## config.mk

```make
export PLATFORM = sky130hd
export DESIGN_NAME = link_table_arbiter_flat
export DESIGN_NICKNAME = d
export VERILOG_FILES = /design/src/rtl/link_table_arbiter_if.sv /design/src/rtl/link_table_arbiter.sv /design/src/flat_wrapper.sv
export SDC_FILE = /design/constraint.sdc
export NUM_CORES = 1
export LEC_CHECK = 0
export ABC_AREA = 1
export BUFFER_PORTS_ARGS = -buffer_cell sky130_fd_sc_hd__buf_2
export CORE_MARGIN = 2
export CORE_UTILIZATION = 51
export DETAILED_ROUTE_END_ITERATION = 8
export HOLD_SLACK_MARGIN = 0.1
export PLACE_DENSITY = 0.74
export SKIP_LAST_GASP = 1
export SLEW_MARGIN = 20
export SYNTH_ARGS = -nofsm -noshare
export SYNTH_HDL_FRONTEND = slang
export SYNTH_SLANG_ARGS = --single-unit
```

## constraint.sdc

```tcl
create_clock -name clk -period 3.37 [get_ports clk]
set_input_delay 0.674 -clock clk [delete_from_list [all_inputs] [get_ports clk]]
set_output_delay 0.674 -clock clk [all_outputs]
set_load 0.05 [all_outputs]
```

## src/rtl/link_table_arbiter_if.sv

```systemverilog
// Bundle between client engines, the link-table controller and the round-robin arbiter.
// The arbiter uses the slave modport; the requesters/controller side uses master.
interface link_table_arbiter_if #(
  parameter int NUM_PORTS     = 4,
  parameter int PORT_ID_WIDTH = 2
);
  // Handshake: a requester holds port_req/port_we stable until it sees a one-cycle
  // port_grant or port_reject, then drops port_req for at least one cycle. The controller
  // answers a one-cycle lt_*_req by raising lt_busy and lowers it when the page op is over.
  logic [NUM_PORTS-1:0]     port_req;
  logic [NUM_PORTS-1:0]     port_we;
  logic [NUM_PORTS-1:0]     port_grant;
  logic [NUM_PORTS-1:0]     port_reject;
  logic [NUM_PORTS-1:0]     port_done;
  logic [NUM_PORTS-1:0]     port_beat;
  logic [PORT_ID_WIDTH-1:0] owner_id;
  logic                     lt_write_req;
  logic                     lt_read_req;
  logic                     lt_busy;
  logic                     lt_beat;
  logic                     data_table_empty;
  logic                     empty_table_empty;
  logic                     timeout_err;

  modport master (
    output port_req, port_we, lt_busy, lt_beat, data_table_empty, empty_table_empty,
    input  port_grant, port_reject, port_done, port_beat, owner_id,
           lt_write_req, lt_read_req, timeout_err
  );

  modport slave (
    input  port_req, port_we, lt_busy, lt_beat, data_table_empty, empty_table_empty,
    output port_grant, port_reject, port_done, port_beat, owner_id,
           lt_write_req, lt_read_req, timeout_err
  );
endinterface

```

## src/rtl/link_table_arbiter.sv

```systemverilog
// Round-robin arbiter sharing one link-table controller among NUM_PORTS page requesters,
// with table-empty screening, start timeout and per-beat strobe routing to the owner.
module link_table_arbiter #(
  parameter int NUM_PORTS      = 4,
  parameter int PORT_ID_WIDTH  = 2,
  parameter int TIMEOUT_CYCLES = 64
) (
  input  logic                     clk,
  input  logic                     rst_n,
  link_table_arbiter_if.slave      bus,
  output logic [1:0]               o_dbg_state,
  output logic [PORT_ID_WIDTH-1:0] o_dbg_rr_ptr,
  output logic                     o_dbg_op_we
);
  typedef enum logic [1:0] {
    S_IDLE       = 2'd0,
    S_WAIT_START = 2'd1,
    S_WAIT_DONE  = 2'd2
  } state_t;

  localparam int CNT_W = $clog2(TIMEOUT_CYCLES + 1);

  state_t                   r_state;
  logic [PORT_ID_WIDTH-1:0] r_rr_ptr;
  logic [PORT_ID_WIDTH-1:0] r_owner;
  logic                     r_we;
  logic [CNT_W-1:0]         r_cnt;
  logic [NUM_PORTS-1:0]     r_grant;
  logic [NUM_PORTS-1:0]     r_reject;
  logic [NUM_PORTS-1:0]     r_done;
  logic [NUM_PORTS-1:0]     r_beat;
  logic                     r_wr_req;
  logic                     r_rd_req;
  logic                     r_timeout;

  logic                     w_found;
  logic [PORT_ID_WIDTH-1:0] w_win;
  logic                     w_win_we;
  logic                     w_refuse;
  logic [PORT_ID_WIDTH-1:0] w_next_ptr;
  logic [NUM_PORTS-1:0]     w_win_oh;
  logic [NUM_PORTS-1:0]     w_owner_oh;

  // First requesting port at or after r_rr_ptr, wrapping modulo NUM_PORTS.
  always_comb begin : p_search
    int idx;
    idx     = 0;
    w_found = 1'b0;
    w_win   = '0;
    for (int i = 0; i < NUM_PORTS; i++) begin
      idx = int'(r_rr_ptr) + i;
      if (idx >= NUM_PORTS) idx = idx - NUM_PORTS;
      if (!w_found && bus.port_req[PORT_ID_WIDTH'(idx)]) begin
        w_found = 1'b1;
        w_win   = PORT_ID_WIDTH'(idx);
      end
    end
  end

  always_comb begin
    w_win_we   = bus.port_we[w_win];
    w_refuse   = w_win_we ? bus.empty_table_empty : bus.data_table_empty;
    w_next_ptr = (int'(w_win) == NUM_PORTS - 1) ? '0 : w_win + 1'b1;
    w_win_oh   = '0;
    w_owner_oh = '0;
    for (int i = 0; i < NUM_PORTS; i++) begin
      w_win_oh[i]   = (int'(w_win) == i);
      w_owner_oh[i] = (int'(r_owner) == i);
    end
  end

  always_ff @(posedge clk or negedge rst_n) begin
    if (!rst_n) begin
      r_state   <= S_IDLE;
      r_rr_ptr  <= '0;
      r_owner   <= '0;
      r_we      <= 1'b0;
      r_cnt     <= '0;
      r_grant   <= '0;
      r_reject  <= '0;
      r_done    <= '0;
      r_beat    <= '0;
      r_wr_req  <= 1'b0;
      r_rd_req  <= 1'b0;
      r_timeout <= 1'b0;
    end else begin
      r_grant   <= '0;
      r_reject  <= '0;
      r_done    <= '0;
      r_beat    <= '0;
      r_wr_req  <= 1'b0;
      r_rd_req  <= 1'b0;
      r_timeout <= 1'b0;
      case (r_state)
        S_IDLE: begin
          // A busy controller is still draining the previous op, so requests wait.
          if (!bus.lt_busy && w_found) begin
            r_rr_ptr <= w_next_ptr;
            if (w_refuse) begin
              r_reject <= w_win_oh;
            end else begin
              r_grant  <= w_win_oh;
              r_wr_req <= w_win_we;
              r_rd_req <= !w_win_we;
              r_owner  <= w_win;
              r_we     <= w_win_we;
              r_cnt    <= '0;
              r_state  <= S_WAIT_START;
            end
          end
        end
        S_WAIT_START: begin
          if (bus.lt_busy) begin
            r_state <= S_WAIT_DONE;
          end else if (r_cnt == CNT_W'(TIMEOUT_CYCLES - 1)) begin
            r_timeout <= 1'b1;
            r_reject  <= w_owner_oh;
            r_state   <= S_IDLE;
          end else begin
            r_cnt <= r_cnt + 1'b1;
          end
        end
        S_WAIT_DONE: begin
          r_beat <= bus.lt_beat ? w_owner_oh : '0;
          if (!bus.lt_busy) begin
            r_done  <= w_owner_oh;
            r_state <= S_IDLE;
          end
        end
        default: r_state <= S_IDLE;
      endcase
    end
  end

  assign bus.port_grant   = r_grant;
  assign bus.port_reject  = r_reject;
  assign bus.port_done    = r_done;
  assign bus.port_beat    = r_beat;
  assign bus.owner_id     = r_owner;
  assign bus.lt_write_req = r_wr_req;
  assign bus.lt_read_req  = r_rd_req;
  assign bus.timeout_err  = r_timeout;

  assign o_dbg_state  = r_state;
  assign o_dbg_rr_ptr = r_rr_ptr;
  assign o_dbg_op_we  = r_we;
endmodule

```

## src/flat_wrapper.sv

```systemverilog
// flat-port wrapper written by rule: the top's interface ports become plain ports
module link_table_arbiter_flat 
#(
  parameter int NUM_PORTS      = 4,
  parameter int PORT_ID_WIDTH  = 2,
  parameter int TIMEOUT_CYCLES = 64
)
  (clk, rst_n, o_dbg_state, o_dbg_rr_ptr, o_dbg_op_we, bus_port_req, bus_port_we, bus_lt_busy, bus_lt_beat, bus_data_table_empty, bus_empty_table_empty, bus_port_grant, bus_port_reject, bus_port_done, bus_port_beat, bus_owner_id, bus_lt_write_req, bus_lt_read_req, bus_timeout_err);
  link_table_arbiter_if #(.NUM_PORTS(NUM_PORTS), .PORT_ID_WIDTH(PORT_ID_WIDTH)) bus_i ();
  input  logic clk;
  input  logic rst_n;
  output logic [1:0] o_dbg_state;
  output logic [PORT_ID_WIDTH-1:0] o_dbg_rr_ptr;
  output logic o_dbg_op_we;
  input wire logic [$bits(bus_i.port_req)-1:0] bus_port_req;
  input wire logic [$bits(bus_i.port_we)-1:0] bus_port_we;
  input wire logic [$bits(bus_i.lt_busy)-1:0] bus_lt_busy;
  input wire logic [$bits(bus_i.lt_beat)-1:0] bus_lt_beat;
  input wire logic [$bits(bus_i.data_table_empty)-1:0] bus_data_table_empty;
  input wire logic [$bits(bus_i.empty_table_empty)-1:0] bus_empty_table_empty;
  output wire logic [$bits(bus_i.port_grant)-1:0] bus_port_grant;
  output wire logic [$bits(bus_i.port_reject)-1:0] bus_port_reject;
  output wire logic [$bits(bus_i.port_done)-1:0] bus_port_done;
  output wire logic [$bits(bus_i.port_beat)-1:0] bus_port_beat;
  output wire logic [$bits(bus_i.owner_id)-1:0] bus_owner_id;
  output wire logic [$bits(bus_i.lt_write_req)-1:0] bus_lt_write_req;
  output wire logic [$bits(bus_i.lt_read_req)-1:0] bus_lt_read_req;
  output wire logic [$bits(bus_i.timeout_err)-1:0] bus_timeout_err;
  assign bus_i.port_req = bus_port_req;
  assign bus_i.port_we = bus_port_we;
  assign bus_i.lt_busy = bus_lt_busy;
  assign bus_i.lt_beat = bus_lt_beat;
  assign bus_i.data_table_empty = bus_data_table_empty;
  assign bus_i.empty_table_empty = bus_empty_table_empty;
  assign bus_port_grant = bus_i.port_grant;
  assign bus_port_reject = bus_i.port_reject;
  assign bus_port_done = bus_i.port_done;
  assign bus_port_beat = bus_i.port_beat;
  assign bus_owner_id = bus_i.owner_id;
  assign bus_lt_write_req = bus_i.lt_write_req;
  assign bus_lt_read_req = bus_i.lt_read_req;
  assign bus_timeout_err = bus_i.timeout_err;
  link_table_arbiter #(.NUM_PORTS(NUM_PORTS), .PORT_ID_WIDTH(PORT_ID_WIDTH), .TIMEOUT_CYCLES(TIMEOUT_CYCLES)) u_core (.clk(clk), .rst_n(rst_n), .bus(bus_i), .o_dbg_state(o_dbg_state), .o_dbg_rr_ptr(o_dbg_rr_ptr), .o_dbg_op_we(o_dbg_op_we));
endmodule
```

; ---- Yosys cells after proc, flatten, opt, wreduce, memory -nomap -nowiden
; Cells that the tools add are included.
[classes]
add_sub_neg = 9
n_lt_le_gt_ge = 9
n_eq_ne = 15
n_mux = 60
n_bitwise = 1
n_reduce_logical = 17
[ops]
columns = op, n
row1 = 2-to-1 mux 4 bit, 11
row2 = 2-to-1 mux 2 bit, 14
row3 = 2-to-1 mux 7 bit, 4
row4 = 2-to-1 mux 1 bit, 23
row5 = "< comparator 2 x 4 -> 1 bit, second input constant", 4
row6 = one-hot mux 7 bit (2 select lines), 1
row7 = binary-select mux 1 bit (select 2 bit), 5
row8 = "== test 2 bit, second input constant", 5
row9 = ">= comparator 3 bit, second input constant", 3
row10 = "!= test 2 bit, second input constant", 4
row11 = one-hot mux 4 bit (2 select lines), 1
row12 = "subtractor 2 x 1 -> 2 bit, second input constant", 4
row13 = "adder 7 x 1 -> 7 bit, second input constant", 1
row14 = "== test 7 x 6 -> 1 bit, second input constant", 1
row15 = "adder 2 x 2 -> 3 bit, second input constant", 2
row16 = "== test 2 x 1 -> 1 bit, second input constant", 3
row17 = logical NOT 2 bit, 3
row18 = one-hot mux 2 bit (3 select lines), 1
row19 = logical NOT 1 bit, 5
row20 = AND reduction 5 bit, 1
row21 = logical AND 1 bit, 4
row22 = AND reduction 4 bit, 1
row23 = "adder 2 x 1 -> 3 bit, second input constant", 1
row24 = ">= comparator 2 x 3 -> 1 bit, second input constant", 1
row25 = other kinds (8), 8
[totals]
reg_bits = 33
inputBits = 14
out_inout_bits = 26
wordCells = 123

; ---- Longest topological paths before layout
; Gate-level depths: netlist of run 1.
[logic_depth]
word_depth = 21
mapped_depth = 19
mapped_depth_nobuf = 17

; ---- Worst setup path after synthesis of run 1
; No wires, ideal clock.
[synth_path]
kind = reg2reg
startpoint = register u_core.r_rr_ptr[0] (netlist: u_core.o_dbg_rr_ptr[0])
endpoint = register u_core.r_cnt[0]
setup_ns = 0.119
arrival_time_ns = 2.196
t_required_ns = 3.251
path_slack_ns = 1.054
path_stages_with_launch = 18
n_path_buf = 2
period_less_slack_ns = 2.316
path_cell_list = dfrtp_1 buf_6 inv_8 nand2_2 nand2_2 nand2_2 nand2_2 nor2_4 nand3_2 nand3_4 nand2_1 nand3_1 nand3b_4 nand2_4 nand3_4 buf_6 nand3_1 nand2_1
[synth_between]
elab_chain_len = 20
elab_cells_between_ends = 48
cone_classes = 7 x add/sub / 4 x order compare / 2 x eq/ne / 27 x mux / 8 x reduce/logical
[synth_rtl]
columns = element, line
row1 = "start, declared", link_table_arbiter.sv:24  ; logic [PORT_ID_WIDTH-1:0] r_rr_ptr;
row2 = "start signal, assigned", link_table_arbiter.sv:98  ; r_rr_ptr <= w_next_ptr;
row3 = branches (longest 19 deep; another with adder 2 x 1 -> 3 bit), n/a
row4 = AND reduction 5 bit (no line) (*), n/a
row5 = "end signal, assigned", link_table_arbiter.sv:120  ; r_cnt <= r_cnt + 1'b1;
row6 = "end, declared", link_table_arbiter.sv:27  ; logic [CNT_W-1:0] r_cnt;
; Every way passes the cells marked *. The select of a mux whose other input is x is not followed.
; A chain may end at the register's enable or synchronous reset.

; ---- Worst setup path in the final report of run 1
[layout_path]
startpoint = register u_core.r_rr_ptr[0] (netlist: u_core.o_dbg_rr_ptr[0])
endpoint = register u_core.r_owner[1] (netlist: u_core.bus.owner_id[1])
[layout_between]
elab_chain_len = 20
elab_cells_between_ends = 47
cone_classes = 7 x add/sub / 4 x order compare / 27 x mux / 1 x bitwise / 8 x reduce/logical
[layout_rtl]
columns = element, line
row1 = branches (longest 20 deep; another with adder 2 x 1 -> 3 bit), n/a
row2 = "end signal, assigned", link_table_arbiter.sv:105  ; r_owner <= w_win;
row3 = "end, declared", link_table_arbiter.sv:25  ; logic [PORT_ID_WIDTH-1:0] r_owner;
; Parallel ways; which one is timed is not known. The select of a mux whose other input is x is not followed.

==> flow_metrics.py, run 1 <==
metrics = {
    "floorplan": {
        "die-width_um": 64.1,
        "core-area_mm2": 0.00339,
        "die_y_um": 64.1,
        "ios": 40,
        "die_area_mm2": 0.00411,
        "num_rows": 21,
        "start_util": 0.543,
    },
    "routing": {
        "drt_iter0_markers": 139,
        "ant_nets": 0,
        "drt_wl_total_um": 3650,
        "dr_total_vias": 1622,
        "drc": 0,
        "wl_per_cell_um": 11.4,
        "drt_pass1_iterations": 4,
        "viasPerCell": 5.07,
    },
    "yosys": {
        "seq_area_frac_synth": 0.448,
        "synth_area_mm2": 0.00184,
        "ys_types": 25,
        "synthCells": 229,
        "yosys_warnings": 0,
        "ys_ff_latch": 33,
        "synth_nets": 248,
        "synth.avg_cell_area_um2": 8.04,
    },
    "power_and_ir_drop": {
        "pwr-share-comb": 0.644,
        "pwr-share-seq": 0.263,
        "sw_frac_of_total": 0.568,
        "power.density_mw_per_mm2": 1030,
        "switching_power_uw": 1240,
        "clockPowerShare": 0.092,
        "internal-power_uw": 943,
        "p_leak_uw": 0.00121,
        "irDropWorstVdd_uv": 607,
    },
    "sta": {
        "slew-limit-headroom": 0.532,
        "setup-violations-final": 0,
        "min_period_ns": 2.36,
        "period_share": 0.699,
        "tns_ns": 0,
        "slew_viol_final": 0,
        "finalHoldViolCount": 0,
        "fin_skew_ns": 0.00859,
        "rsz0062_at_grt": "no",
        "tightest_slew_ns": 0.702,
        "fmax_mhz": 424,
    },
    "worst_hold_path": {
        "hold_path_class": "in2async",
    },
    "place": {
        "place_area_mm2": 0.00207,
        "port_buffers": 39,
        "hpwlAfterDp_um": 2760,
        "routabilityCongestion": 0.823,
    },
    "cells_and_area": {
        "multi_input_area_um2": 866,
        "register_area_um2": 826,
        "final_area_mm2": 0.00212,
        "drive_gt1_frac": 0.259,
        "synthToLayoutAreaGrowth_pct": 15.3,
        "fin_nets": 292,
        "insertedDiodeCount": 0,
        "nFillCells": 318,
        "post-route-util": 0.626,
    },
    "cts": {
        "cts-buffers-inserted": 5,
        "cts_setup_buffers": 0,
        "cts.repair.resized": 0,
        "clkTransAtPathRegs_ns": 0.10,
        "cts_tree": "built",
        "clk_latency_ns": 0.32,
        "cts_sinks": 33,
        "ctsHoldBuffers": 0,
        "htreeDepth": 2,
        "cts_buffer_depth": 2,
        "ctsRootBufferMaster": "clkbuf_4",
    },
    "global_route": {
        "grt_pass1_vias": 1412,
        "grt_pass1_wl_um": 6330,
        "grt_overflow_total": 0,
        "antenna_found_initial": 0,
        "track_usage": 0.195,
        "grt_max_degree": 34,
    },
    "setup_path": {
        "reg2reg_from": "u_core.o_dbg_rr_ptr[0]$_DFFE_PN0P_",
        "critPathRequiredTime_ns": 3.57,
        "regToRegSetupSlack_ns": 1.01,
        "cp-startpoint": "u_core.o_dbg_rr_ptr[0]$_DFFE_PN0P_",
        "end_kind": "flip-flop",
        "crit_type": "reg2reg",
        "start_kind": "flip-flop",
        "cp.arrival_ns": 2.56,
        "cp_max_fo": 14,
    },
    "flow_run": {
        "max-cap-violations": 0,
    },
    "outcome": {
        "status": "finished clean",
    },
}
-- cell type report --
cell class,count,share of cell area
multi-input combinational,162,0.408
clock buffer,6,0.0194
tap,46,0.0271
sequential,33,0.389
clock inverter,2,0.00471
timing repair buffer,39,0.0919
inverter,32,0.0601
-- synth_stat cells, drive strengths merged --
library cell	count	area share
nand3b	1	0.011
dfrtp	33	0.45
ha	5	0.034
a211o	1	0.0048
o21ai	8	0.022
nor3	5	0.014
inv	32	0.069
nand4	11	0.037
o21a	1	0.0041
nor2	22	0.050
and3	1	0.0034
a21oi	6	0.018
nand2	73	0.17
o22ai	3	0.010
nand3	25	0.092
buf	2	0.012
-- power by group through the flow --
stage	sequential (uW)	combinational, uW	clock [uW]
after floorplan	851	878	0
after global placement	580	1400	0
after detailed placement	582	1410	0
after CTS	575	1410	209
after global routing	588	1560	235
final	576	1410	202
-- logic make-up after synthesis --
logic type | after synthesis | share of synthesized area
fa+ha+maj | 5 | 0.0340
buf+inv | 34 | 0.0815
flops | 33 | 0.448
compound gates | 19 | 0.0591
simple gates | 138 | 0.377
-- worst max-delay path, stage by stage (launching register included) --
cell     delay [ns]
dfrtp_1        0.65
inv_8          0.08
nand2_2        0.07
nand2_1        0.09
o21ai_0        0.25
nand3_2        0.19
nand3_4        0.17
nand2_1        0.06
nand3_1        0.09
nand3_2        0.13
nand2_4        0.13
nand3_4        0.16
nand2_1        0.10
o21ai_0        0.07
-- per-layer routing --
layer | part of all wire | routed length [um] | GRT usage | up-vias
li1 | - | - | - | 831
met1 | 0.48 | 1760 | 0.272 | 721
met2 | 0.43 | 1590 | 0.306 | 68
met3 | 0.075 | 273 | 0.0370 | 2
met4 | 0.0079 | 29 | 0.0638 | 0
met5 | 0 | 0 | 0 | -
-- registers in the layout (all words and copies together), names as in the netlist --
signal and cells:
u_core.o_dbg_state 2, u_core.bus.owner_id 2, u_core.bus.timeout_err 1, u_core.r_cnt 7
u_core.bus.lt_read_req 1, u_core.bus.port_done 4, u_core.o_dbg_rr_ptr 2, u_core.bus.port_grant 4
u_core.bus.port_reject 4, u_core.bus.lt_write_req 1, u_core.bus.port_beat 4, u_core.o_dbg_op_we 1
-- cell usage in the layout (no fill, tap or decap), types with 8 or more instances in the layout --
| cell type | instances |
|---|---|
| nand4_1 | 11 |
| buf_2 | 39 |
| nor2_1 | 20 |
| dfrtp_1 | 33 |
| o21ai_0 | 8 |
| nand3_1 | 19 |
| inv_1 | 30 |
| nand2_1 | 60 |
| nand2_2 | 12 |
-- path summary, 6_finish.rpt --
path / end / depth (start not counted)
min: u_core.bus.port_beat[3]$_DFF_PN0_ / 1
max reg2reg: u_core.bus.owner_id[1]$_DFFE_PN0P_ / 13
max in group asynchronous: u_core.bus.lt_read_req$_DFF_PN0_ / 1
min reg2reg: u_core.r_cnt[3]$_DFFE_PN0P_ / 2
max: u_core.bus.owner_id[1]$_DFFE_PN0P_ / 13
min in group clk: u_core.r_cnt[3]$_DFFE_PN0P_ / 2
-- through the flow --
step                      power [uW]  instances  hold slack (ns)  setup slack [ns]
final                           2180        320            0.396              1.01
after global routing            2390        320            0.441             0.793
after CTS                       2200        320            0.399             0.995
after detailed placement        1990        312            0.496             0.890
after global placement          1980        312            0.484             0.942
after floorplan                 1730        229            0.378              1.05
Power figures use the tool's default switching activity.
==> run 2: changes to the inputs <==
--- a/config.mk
+++ b/config.mk
@@ -5,13 +5,13 @@
 export SDC_FILE = /design/constraint.sdc
 export NUM_CORES = 1
 export LEC_CHECK = 0
-export ABC_AREA = 1
+export ABC_AREA = 0
 export BUFFER_PORTS_ARGS = -buffer_cell sky130_fd_sc_hd__buf_2
 export CORE_MARGIN = 2
 export CORE_UTILIZATION = 51
 export DETAILED_ROUTE_END_ITERATION = 8
 export HOLD_SLACK_MARGIN = 0.1
-export PLACE_DENSITY = 0.74
+export PLACE_DENSITY = 0.75
 export SKIP_LAST_GASP = 1
 export SLEW_MARGIN = 20
 export SYNTH_ARGS = -nofsm -noshare
==> constraint.sdc (replaced) <==
create_clock -name clk -period 2.4 [get_ports clk]
set_input_delay 0.48 -clock clk [delete_from_list [all_inputs] [get_ports clk]]
set_output_delay 0.48 -clock clk [all_outputs]
set_load 0.05 [all_outputs]
==> run 2 against run 1 <==
Core utilization is 3.1 points higher. Sequential cell count stayed put. Power is 8.6% lower. Critical path type unchanged. Routed wire length is 21% lower. Clock-buffer cell count is 2 higher. Critical path depth is 7 lower. Hold slack worse by 0.22 ns. Sequential share of layout area is 5.6 points higher. Largest power group unchanged. First-iteration DRC count is 72% lower. Worst setup slack worse by 0.87 ns. Synthesized cell count is 39% lower.
==> flow_metrics.py, run 2 <==
metrics = {
    "outcome": {
        "status": "finished clean",
    },
    "yosys": {
        "ys_async_sr_fraction": 1.00,
        "ys_types": 39,
        "synth_top_area_frac": 0.534,
        "synthCells": 139,
        "yosysTopAreaCell": "dfrtp_1",
        "synth_nets": 158,
        "yosys-top-cells-count": "33 x dfrtp_1, 12 x nand2_1, 11 x nor2_1",
        "yosysMostFrequentCell": "dfrtp_1",
        "synthTopCellsByArea": "dfrtp_1 53%, ha_1 4.0%, nand2_1 2.9%",
        "synth_area_mm2": 0.00155,
        "synth.avg_cell_area_um2": 11.1,
        "yosys_warnings": 0,
        "synth-main-ff-cell": "dfrtp_1",
        "ys_ff_latch": 33,
        "seq_area_frac_synth": 0.534,
        "synth_edf_count": 0,
    },
    "place": {
        "port_buffers": 39,
        "routabilityCongestion": 0.895,
        "hpwlAfterDp_um": 2230,
        "post-place-ws_ns": -0.00350,
        "place_area_mm2": 0.00180,
    },
    "power_and_ir_drop": {
        "p_leak_uw": 0.000978,
        "pwr-share-comb": 0.452,
        "internal-power_uw": 1100,
        "sw_frac_of_total": 0.451,
        "irDropWorstVdd_uv": 567,
        "switching_power_uw": 900,
        "clockPowerShare": 0.156,
        "pwr-share-seq": 0.391,
        "power.density_mw_per_mm2": 1070,
    },
    "cells_and_area": {
        "largest_reg_flops": 7,
        "largest-register": "u_core.r_cnt",
        "drive_gt1_frac": 0.333,
        "synthToLayoutAreaGrowth_pct": 20.4,
        "fin_nets": 207,
        "final_area_mm2": 0.00186,
        "final_common_cell": "buf_2",
        "final_cell_mix": "39 x buf_2, 32 x dfrtp_1, 12 x nand2_1, 11 x nor2_1, 8 x inv_1",
        "insertedDiodeCount": 0,
    },
    "routing": {
        "drc": 0,
        "dr_total_vias": 1230,
        "drt_iter0_markers": 39,
        "viasPerCell": 5.59,
        "drt_wl_total_um": 2870,
        "wl_per_cell_um": 13.1,
        "ant_nets": 0,
        "drt_pass1_iterations": 4,
    },
    "floorplan": {
        "start_util": 0.546,
        "die_y_um": 59.0,
        "core-area_mm2": 0.00283,
        "num_rows": 19,
        "ios": 40,
        "die_area_mm2": 0.00349,
        "die-width_um": 59.0,
    },
    "global_route": {
        "track_usage": 0.179,
        "grt_pass1_wl_um": 4560,
        "antenna_found_initial": 0,
        "grt_overflow_total": 0,
        "grt_max_degree": 34,
        "grt_pass1_vias": 1064,
    },
    "setup_path": {
        "crit_type": "reg2reg",
        "reg2reg_from": "u_core.o_dbg_rr_ptr[1]$_DFFE_PN0P_",
        "cp.arrival_ns": 2.46,
        "start_kind": "flip-flop",
        "cp-startpoint": "u_core.o_dbg_rr_ptr[1]$_DFFE_PN0P_",
        "critPathRequiredTime_ns": 2.60,
        "end_kind": "flip-flop",
        "cp_max_fo": 9,
    },
    "sta": {
        "min_period_ns": 2.26,
        "finalWorstSetupSlack_ns": 0.143,
        "slew_viol_final": 0,
        "holdWs_ns": 0.181,
        "tightest_slew_ns": 0.690,
        "fin_skew_ns": 0.00692,
        "slew-limit-headroom": 0.540,
        "rsz0062_at_grt": "no",
        "tns_ns": 0,
        "fmax_mhz": 443,
        "finalHoldViolCount": 0,
        "period_share": 0.940,
        "setup-violations-final": 0,
    },
    "cts": {
        "cts_sinks": 33,
        "ctsRootBufferMaster": "clkbuf_4",
        "htreeDepth": 2,
        "cts_setup_buffers": 0,
        "ctsHoldBuffers": 0,
        "cts-buffers-inserted": 5,
        "cts_tree": "built",
        "clk_latency_ns": 0.33,
        "cts.repair.resized": 0,
        "clkTransAtPathRegs_ns": 0.09,
        "cts_buffer_depth": 2,
    },
    "worst_hold_path": {
        "hold_path_class": "in2async",
    },
    "flow_run": {
        "max-cap-violations": 0,
    },
}
## run 2: cell types whose count changed in the layout (fill, tap and decap cells not counted), moves of 9 or more
| cell | change |
|---|---|
| nand3_1 | -14 |
| inv_1 | -22 |
| nor2_1 | -9 |
| nand2_1 | -48 |
| nand4_1 | -11 |
| nand2_2 | -12 |
## run 2: worst max-delay path: stages (launching register included)
cell,delay (ns)
dfrtp_2,0.47
and3_1,0.24
nor3_4,0.19
mux4_2,0.60
mux2_2,0.33
o211ai_1,0.18
o211ai_1,0.11
## run 2: layout make-up
cell class	instances	area (um^2)
Clock buffer	8	58.8
Fill cell	238	968
Inverter	9	33.8
Tap cell	31	38.8
Timing Repair Buffer	44	233
Sequential cell	33	827
Multi-Input combinational cell	95	669
## run 2: power by group through the flow
stage          clock network [uW]  registers [uW]  logic, uW
2_1_floorplan                   0            1050        427
3_3_place_gp                    0             785        890
3_5_place_dp                    0             791        907
4_1_cts                       325             781        910
5_1_grt                       351             798        980
6_report                      312             781        903
## run 2: path summary, 6_finish.rpt
| kind | endpoint | slack [ns] | cells past startpoint |
|---|---|---|---|
| setup / recovery | u_core.r_cnt[4]$_DFFE_PN0P_ | 0.14 | 6 |
| hold / removal | u_core.bus.port_beat[1]$_DFF_PN0_ | 0.18 | 1 |
| setup reg to reg | u_core.r_cnt[4]$_DFFE_PN0P_ | 0.14 | 6 |
| hold reg to reg | u_core.r_cnt[5]$_DFFE_PN0P_ | 0.49 | 1 |
| max in group asynchronous | u_core.o_dbg_rr_ptr[1]$_DFFE_PN0P_ | 1.73 | 1 |
| min in group clk | u_core.bus.lt_write_req$_DFF_PN0_ | 0.39 | 2 |
## run 2: metrics by stage
step	total power, uW	cells	util
after floorplan	1470	139	-
after global placement	1680	212	0.637
after detailed placement	1700	212	0.637
after CTS	2020	220	0.658
after global routing	2130	220	0.658
final	2000	220	0.658
## run 2: per-layer routing
| metal | vias up | GRT usage | share of wire |
|---|---|---|---|
| li1 | 598 | - | - |
| met1 | 599 | 0.207 | 0.44 |
| met2 | 27 | 0.289 | 0.51 |
| met3 | 6 | 0.0655 | 0.033 |
| met4 | 0 | 0.0942 | 0.019 |
| met5 | - | 0 | 0 |
## run 2: kinds of logic after synthesis
logic type / synth area share
and+or+nand+nor: 0.174
adders and majority gates: 0.0405
DFF: 0.534
muxes: 0.0623
AOI/OAI and AO/OA: 0.156
buffers and inverters: 0.0324
